--- config.mk ---
export PLATFORM = sky130hd
export DESIGN_NAME = alu_dispatch
export DESIGN_NICKNAME = d
export VERILOG_FILES = /design/src/rtl/alu_dispatch.sv
export SDC_FILE = /design/constraint.sdc
export NUM_CORES = 1
export LEC_CHECK = 0
export CORE_MARGIN = 1
export CORE_UTILIZATION = 32
export DETAILED_ROUTE_END_ITERATION = 16
export GPL_TIMING_DRIVEN = 0
export HOLD_SLACK_MARGIN = 0.15
export SYNTH_ARGS = -nofsm -noshare
export SYNTH_HDL_FRONTEND = slang
export SYNTH_SLANG_ARGS = --single-unit
export TNS_END_PERCENT = 30
--- constraint.sdc ---
create_clock -name i_clk -period 13.51 [get_ports i_clk]
set_input_delay 2.0265 -clock i_clk [delete_from_list [all_inputs] [get_ports i_clk]]
set_output_delay 2.0265 -clock i_clk [all_outputs]
set_load 0.005 [all_outputs]
--- src/rtl/alu_dispatch.sv ---
// Command queue and issue stage in front of the fixed-point ALU: buffers
// inst/a/b triples, issues one per cycle, and sequences matrix loads and busy hold-off.
module alu_dispatch #(
    parameter int unsigned INST_W = 4,
    parameter int unsigned DATA_W = 16,
    parameter int unsigned DEPTH  = 8,
    parameter int unsigned PTR_W  = 3
) (
    input  logic              i_clk,
    input  logic              i_rst,
    input  logic              i_cmd_valid,
    output logic              o_cmd_ready,
    input  logic [INST_W-1:0] i_cmd_inst,
    input  logic [DATA_W-1:0] i_cmd_a,
    input  logic [DATA_W-1:0] i_cmd_b,
    input  logic              i_flush,
    output logic              o_alu_valid,
    output logic [INST_W-1:0] o_alu_inst,
    output logic [DATA_W-1:0] o_alu_a,
    output logic [DATA_W-1:0] o_alu_b,
    input  logic              i_alu_busy,
    output logic [PTR_W:0]    o_level,
    output logic [7:0]        o_drop_cnt,
    output logic              o_idle
);

    typedef enum logic [1:0] {StIssue, StMatrix, StWaitHi, StWaitLo} state_e;

    localparam logic [INST_W-1:0] OpLrcw    = INST_W'(5);
    localparam logic [INST_W-1:0] OpMatrix  = INST_W'(9);
    localparam logic [INST_W-1:0] OpIllegal = INST_W'(10);
    localparam logic [3:0]        LastRow   = 4'd7;

    logic [INST_W-1:0] mem_inst [DEPTH];
    logic [DATA_W-1:0] mem_a    [DEPTH];
    logic [DATA_W-1:0] mem_b    [DEPTH];

    logic [PTR_W:0]    wr_ptr_q, rd_ptr_q;
    logic              full, empty, push, pop, issue, drop;
    logic [INST_W-1:0] head_inst, issue_inst;
    logic [DATA_W-1:0] head_a, head_b;

    state_e            state_q, state_d;
    logic [3:0]        row_q, row_d;
    logic [7:0]        drop_cnt_q;
    logic              alu_valid_q;
    logic [INST_W-1:0] alu_inst_q;
    logic [DATA_W-1:0] alu_a_q, alu_b_q;

    // Full when pointers differ only in the wrap bit.
    assign full  = (wr_ptr_q[PTR_W] != rd_ptr_q[PTR_W]) &&
                   (wr_ptr_q[PTR_W-1:0] == rd_ptr_q[PTR_W-1:0]);
    assign empty = (wr_ptr_q == rd_ptr_q);
    assign push  = i_cmd_valid && !full;

    assign head_inst = mem_inst[rd_ptr_q[PTR_W-1:0]];
    assign head_a    = mem_a[rd_ptr_q[PTR_W-1:0]];
    assign head_b    = mem_b[rd_ptr_q[PTR_W-1:0]];

    always_ff @(posedge i_clk) begin
        if (push) begin
            mem_inst[wr_ptr_q[PTR_W-1:0]] <= i_cmd_inst;
            mem_a[wr_ptr_q[PTR_W-1:0]]    <= i_cmd_a;
            mem_b[wr_ptr_q[PTR_W-1:0]]    <= i_cmd_b;
        end
    end

    always_ff @(posedge i_clk or posedge i_rst) begin
        if (i_rst) begin
            wr_ptr_q <= '0;
            rd_ptr_q <= '0;
        end else if (i_flush) begin
            wr_ptr_q <= '0;
            rd_ptr_q <= '0;
        end else begin
            if (push) wr_ptr_q <= wr_ptr_q + 1'b1;
            if (pop)  rd_ptr_q <= rd_ptr_q + 1'b1;
        end
    end

    // A flush empties the queue this cycle, so nothing is popped alongside it.
    always_comb begin
        state_d    = state_q;
        row_d      = row_q;
        pop        = 1'b0;
        issue      = 1'b0;
        drop       = 1'b0;
        issue_inst = head_inst;
        unique case (state_q)
            StIssue: begin
                if (!empty && !i_flush && !i_alu_busy) begin
                    pop = 1'b1;
                    if (head_inst >= OpIllegal) begin
                        drop = 1'b1;
                    end else begin
                        issue = 1'b1;
                        if (head_inst == OpLrcw) begin
                            state_d = StWaitHi;
                        end else if (head_inst == OpMatrix) begin
                            row_d   = 4'd1;
                            state_d = StMatrix;
                        end
                    end
                end
            end
            StMatrix: begin
                if (!empty && !i_flush) begin
                    pop        = 1'b1;
                    issue      = 1'b1;
                    issue_inst = OpMatrix;
                    if (row_q == LastRow) begin
                        row_d   = 4'd0;
                        state_d = StWaitHi;
                    end else begin
                        row_d = row_q + 4'd1;
                    end
                end
            end
            StWaitHi: if (i_alu_busy)  state_d = StWaitLo;
            StWaitLo: if (!i_alu_busy) state_d = StIssue;
            default:  state_d = StIssue;
        endcase
    end

    always_ff @(posedge i_clk or posedge i_rst) begin
        if (i_rst) begin
            state_q     <= StIssue;
            row_q       <= 4'd0;
            drop_cnt_q  <= 8'd0;
            alu_valid_q <= 1'b0;
            alu_inst_q  <= '0;
            alu_a_q     <= '0;
            alu_b_q     <= '0;
        end else begin
            state_q     <= state_d;
            row_q       <= row_d;
            alu_valid_q <= issue;
            if (drop && drop_cnt_q != 8'hFF) drop_cnt_q <= drop_cnt_q + 8'd1;
            if (issue) begin
                alu_inst_q <= issue_inst;
                alu_a_q    <= head_a;
                alu_b_q    <= head_b;
            end
        end
    end

    assign o_cmd_ready = !full;
    assign o_level     = wr_ptr_q - rd_ptr_q;
    assign o_drop_cnt  = drop_cnt_q;
    assign o_idle      = empty && (state_q == StIssue) && (row_q == 4'd0);
    assign o_alu_valid = alu_valid_q;
    assign o_alu_inst  = alu_inst_q;
    assign o_alu_a     = alu_a_q;
    assign o_alu_b     = alu_b_q;

endmodule

==> impl_metrics.json <==
{
  "outcome": "finished clean",
  "pwr-share-comb_pct": 20.0,
  "postSynth.asyncResetShare_pct": 17.00,
  "critical_path_class": "flop to primary output",
  "worstPathRequired_ns": 11.48,
  "grt_max_degree": 60,
  "synth.most_common_cell": "edfxtp_1",
  "clkLatencyLatePin_ns": 0.54,
  "final-setup-viol-count": 0,
  "grt_pass1_wl_um": 47850,
  "cts_setup_buffers": 0,
  "cts-resized-gates": 0,
  "numCtsBuffers": 37,
  "switchingPower_uw": 749.4,
  "internal_power_uw": 2102,
  "io_buffers": 91,
  "cts_tree": "yes",
  "die_area_um2": 43620,
  "cts.path.max_buffers": 3,
  "drive_gt1_share_pct": 19.45,
  "hp-class": "flop to flop",
  "rows": 75,
  "via_count": 7286,
  "drv_cap": 0,
  "grtUsageTotal_pct": 14.66,
  "ant_nets": 0,
  "dp_cells": 1386,
  "drv_slew": 0,
  "power.density_nw_per_um2": 170.0,
  "ys_ff_latch": 347,
  "hpwl_um": 20780,
  "slew_headroom_pct": 39.47,
  "p_sw_share_pct": 26.29,
  "synthFlopType": "edfxtp_1",
  "syn-num-nets": 795,
  "n_fill_cell": 3772,
  "die_x_um": 208.9,
  "hold_violations": 0,
  "power_leakage_uw": 0.005474,
  "synth_commonest_cells": "edfxtp_1 (288), nand2_1 (80), mux4_2 (72)",
  "yosysTopAreaCellShare_pct": 63.16,
  "routed_wl_um": 31640,
  "synth_area_leaders": "edfxtp_1 (63%), mux4_2 (12%), dfrtp_1 (11%), nand2_1 (2.2%), a211oi_1 (1.8%)",
  "instances_no_fill": 1456,
  "yosys_warnings": 0,
  "yosys.area.top_type": "edfxtp_1",
  "core_um2": 42040,
  "syn_inst": 741,
  "pwr-share-seq_pct": 46.0,
  "fin_skew_ns": 0.02485,
  "wl_per_cell_um": 21.73,
  "path_clk_slew_ns": 0.06,
  "grt_overflow": 0,
  "synth.avg_cell_area_um2": 18.48,
  "drt_iter0_drc": 613,
  "synth-edff-count": 288,
  "antenna_found_initial": 3,
  "synth_cell_type_count": 51,
  "power.clock.fraction_pct": 34.0,
  "crit_arrival_ns": 3.73,
  "nets": 940,
  "die_y_um": 208.9,
  "crit_path_end_kind": "primary output",
  "seq_area_frac_synth_pct": 73.94,
  "crit_fanout": 10,
  "drc": 0,
  "ctsHoldBuffers": 0,
  "htree_levels": 2,
  "min_period_ns": 5.752,
  "start_util_pct": 32.57,
  "peakVddDrop_mv": 0.08292,
  "gp_congestion": 0.7845,
  "fin_tns_setup_ns": 0,
  "firstDrtPassIters": 5,
  "period_share_pct": 42.58,
  "cts.sinks": 347,
  "syn_to_final_growth_pct": 22.47,
  "finalPower_uw": 2851,
  "cts-root-buf": "clkbuf_16",
  "viasPerCell": 5.004,
  "max_freq_ghz": 0.1738,
  "startpoint_type": "flop",
  "tightest_slew_ns": 0.9031,
  "io_pins": 92,
  "grt_pass1_vias": 7544,
  "netlist_area_um2": 13690,
  "rsz0062_at_grt": "false"
}
[power groups by stage]
stage	sequential, µW	combinational (µW)	clock (µW)
2_1_floorplan	1310	324	0
3_3_place_gp	1340	560	0
3_5_place_dp	1340	573	0
4_1_cts	1320	577	991
5_1_grt	1320	621	1030
6_report	1310	569	969
[per-layer routing]
layer,track usage [%],up-vias,wire length (µm),share of wire (%)
li1,-,3266,-,-
met3,3.081,42,1887,6.0
met2,23.75,211,15080,48
met1,20.32,3763,14190,45
met5,0,-,30,0.095
met4,3.169,4,456,1.4
[sequential cells by signal, indices dropped and copies added (netlist names)]
register / count
mem_a: 128
mem_b: 128
mem_inst: 32
o_alu_a: 16
o_alu_b: 16
o_drop_cnt: 8
o_alu_inst: 4
rd_ptr_q: 4
row_q: 4
wr_ptr_q: 4
state_q: 2
o_alu_valid: 1
[path summary, 6_finish.rpt]
| kind | startpoint | end | slack, ns | cells past startpoint |
|---|---|---|---|---|
| worst max register to register | rd_ptr_q[2] | mem_b[1][2] | 8.77 | 12 |
| worst min register to register | o_drop_cnt[5] | o_drop_cnt[5] | 0.49 | 1 |
| worst min-delay path | o_drop_cnt[5] | o_drop_cnt[5] | 0.49 | 1 |
| max in group asynchronous | i_rst | o_alu_b[2] | 10.93 | 2 |
| worst max-delay path | rd_ptr_q[2] | o_idle | 7.76 | 9 |
| min in group asynchronous | i_rst | o_drop_cnt[3] | 2.02 | 2 |
[layout make-up]
class / count / area, µm² / share of cell area [%]
repair buffers: 106 / 1171 / 6.984
plain buffers: 41 / 197.7 / 1.179
flip-flops and latches: 347 / 10120 / 60.37
diodes: 2 / 5.005 / 0.02984
well taps: 539 / 674.4 / 4.021
multi-input cells: 339 / 3373 / 20.11
inverters: 14 / 55.05 / 0.3283
clock buffers: 51 / 1030 / 6.140
clock inverters: 17 / 138.9 / 0.8282
[logic make-up after synthesis]
kind of cell	count (synthesis)	synth area share (%)
xor+xnor	16	1.023
compound gates	104	5.318
fa+ha+maj	13	1.243
mux	82	12.76
simple gates	124	3.883
buf+inv	55	1.827
flops	347	73.94
[placed cells by master (no fill, tap or decap), types with 11 or more instances in the layout]
| master | instances |
|---|---|
| ha_1 | 12 |
| inv_1 | 11 |
| buf_2 | 14 |
| a31oi_1 | 32 |
| xnor2_1 | 12 |
| clkbuf_16 | 38 |
| a211oi_1 | 33 |
| clkbuf_1 | 30 |
| nand2_1 | 80 |
| mux4_2 | 72 |
| edfxtp_1 | 288 |
| dfrtp_1 | 59 |
| clkdlybuf4s50_1 | 91 |
| a21oi_1 | 11 |
[critical path, stage by stage (launching register included)]
cell and delay, ns:
dfrtp_1 0.54, buf_2 0.36, inv_2 0.16, clkbuf_1 0.34, ha_1 0.45, and3_1 0.16
clkbuf_1 0.29, nand2_1 0.09, nor4_1 0.24, clkdlybuf4s50_1 0.55
[stage by stage]
stage / worst slack [ns] / hold slack [ns] / utilization (%) / area [µm²]
CTS: 7.693 / 0.4936 / 39.88 / 16760
global route: 7.437 / 0.5216 / 39.88 / 16760
detailed placement: 8.261 / 0.4858 / 37.10 / 15600
floorplan: 8.048 / 0.4810 / - / 13690
global placement: 4.778 / 0.4783 / 36.34 / 15280
finish: 7.758 / 0.4931 / 39.89 / 16770
Power figures use the tool's default switching activity.
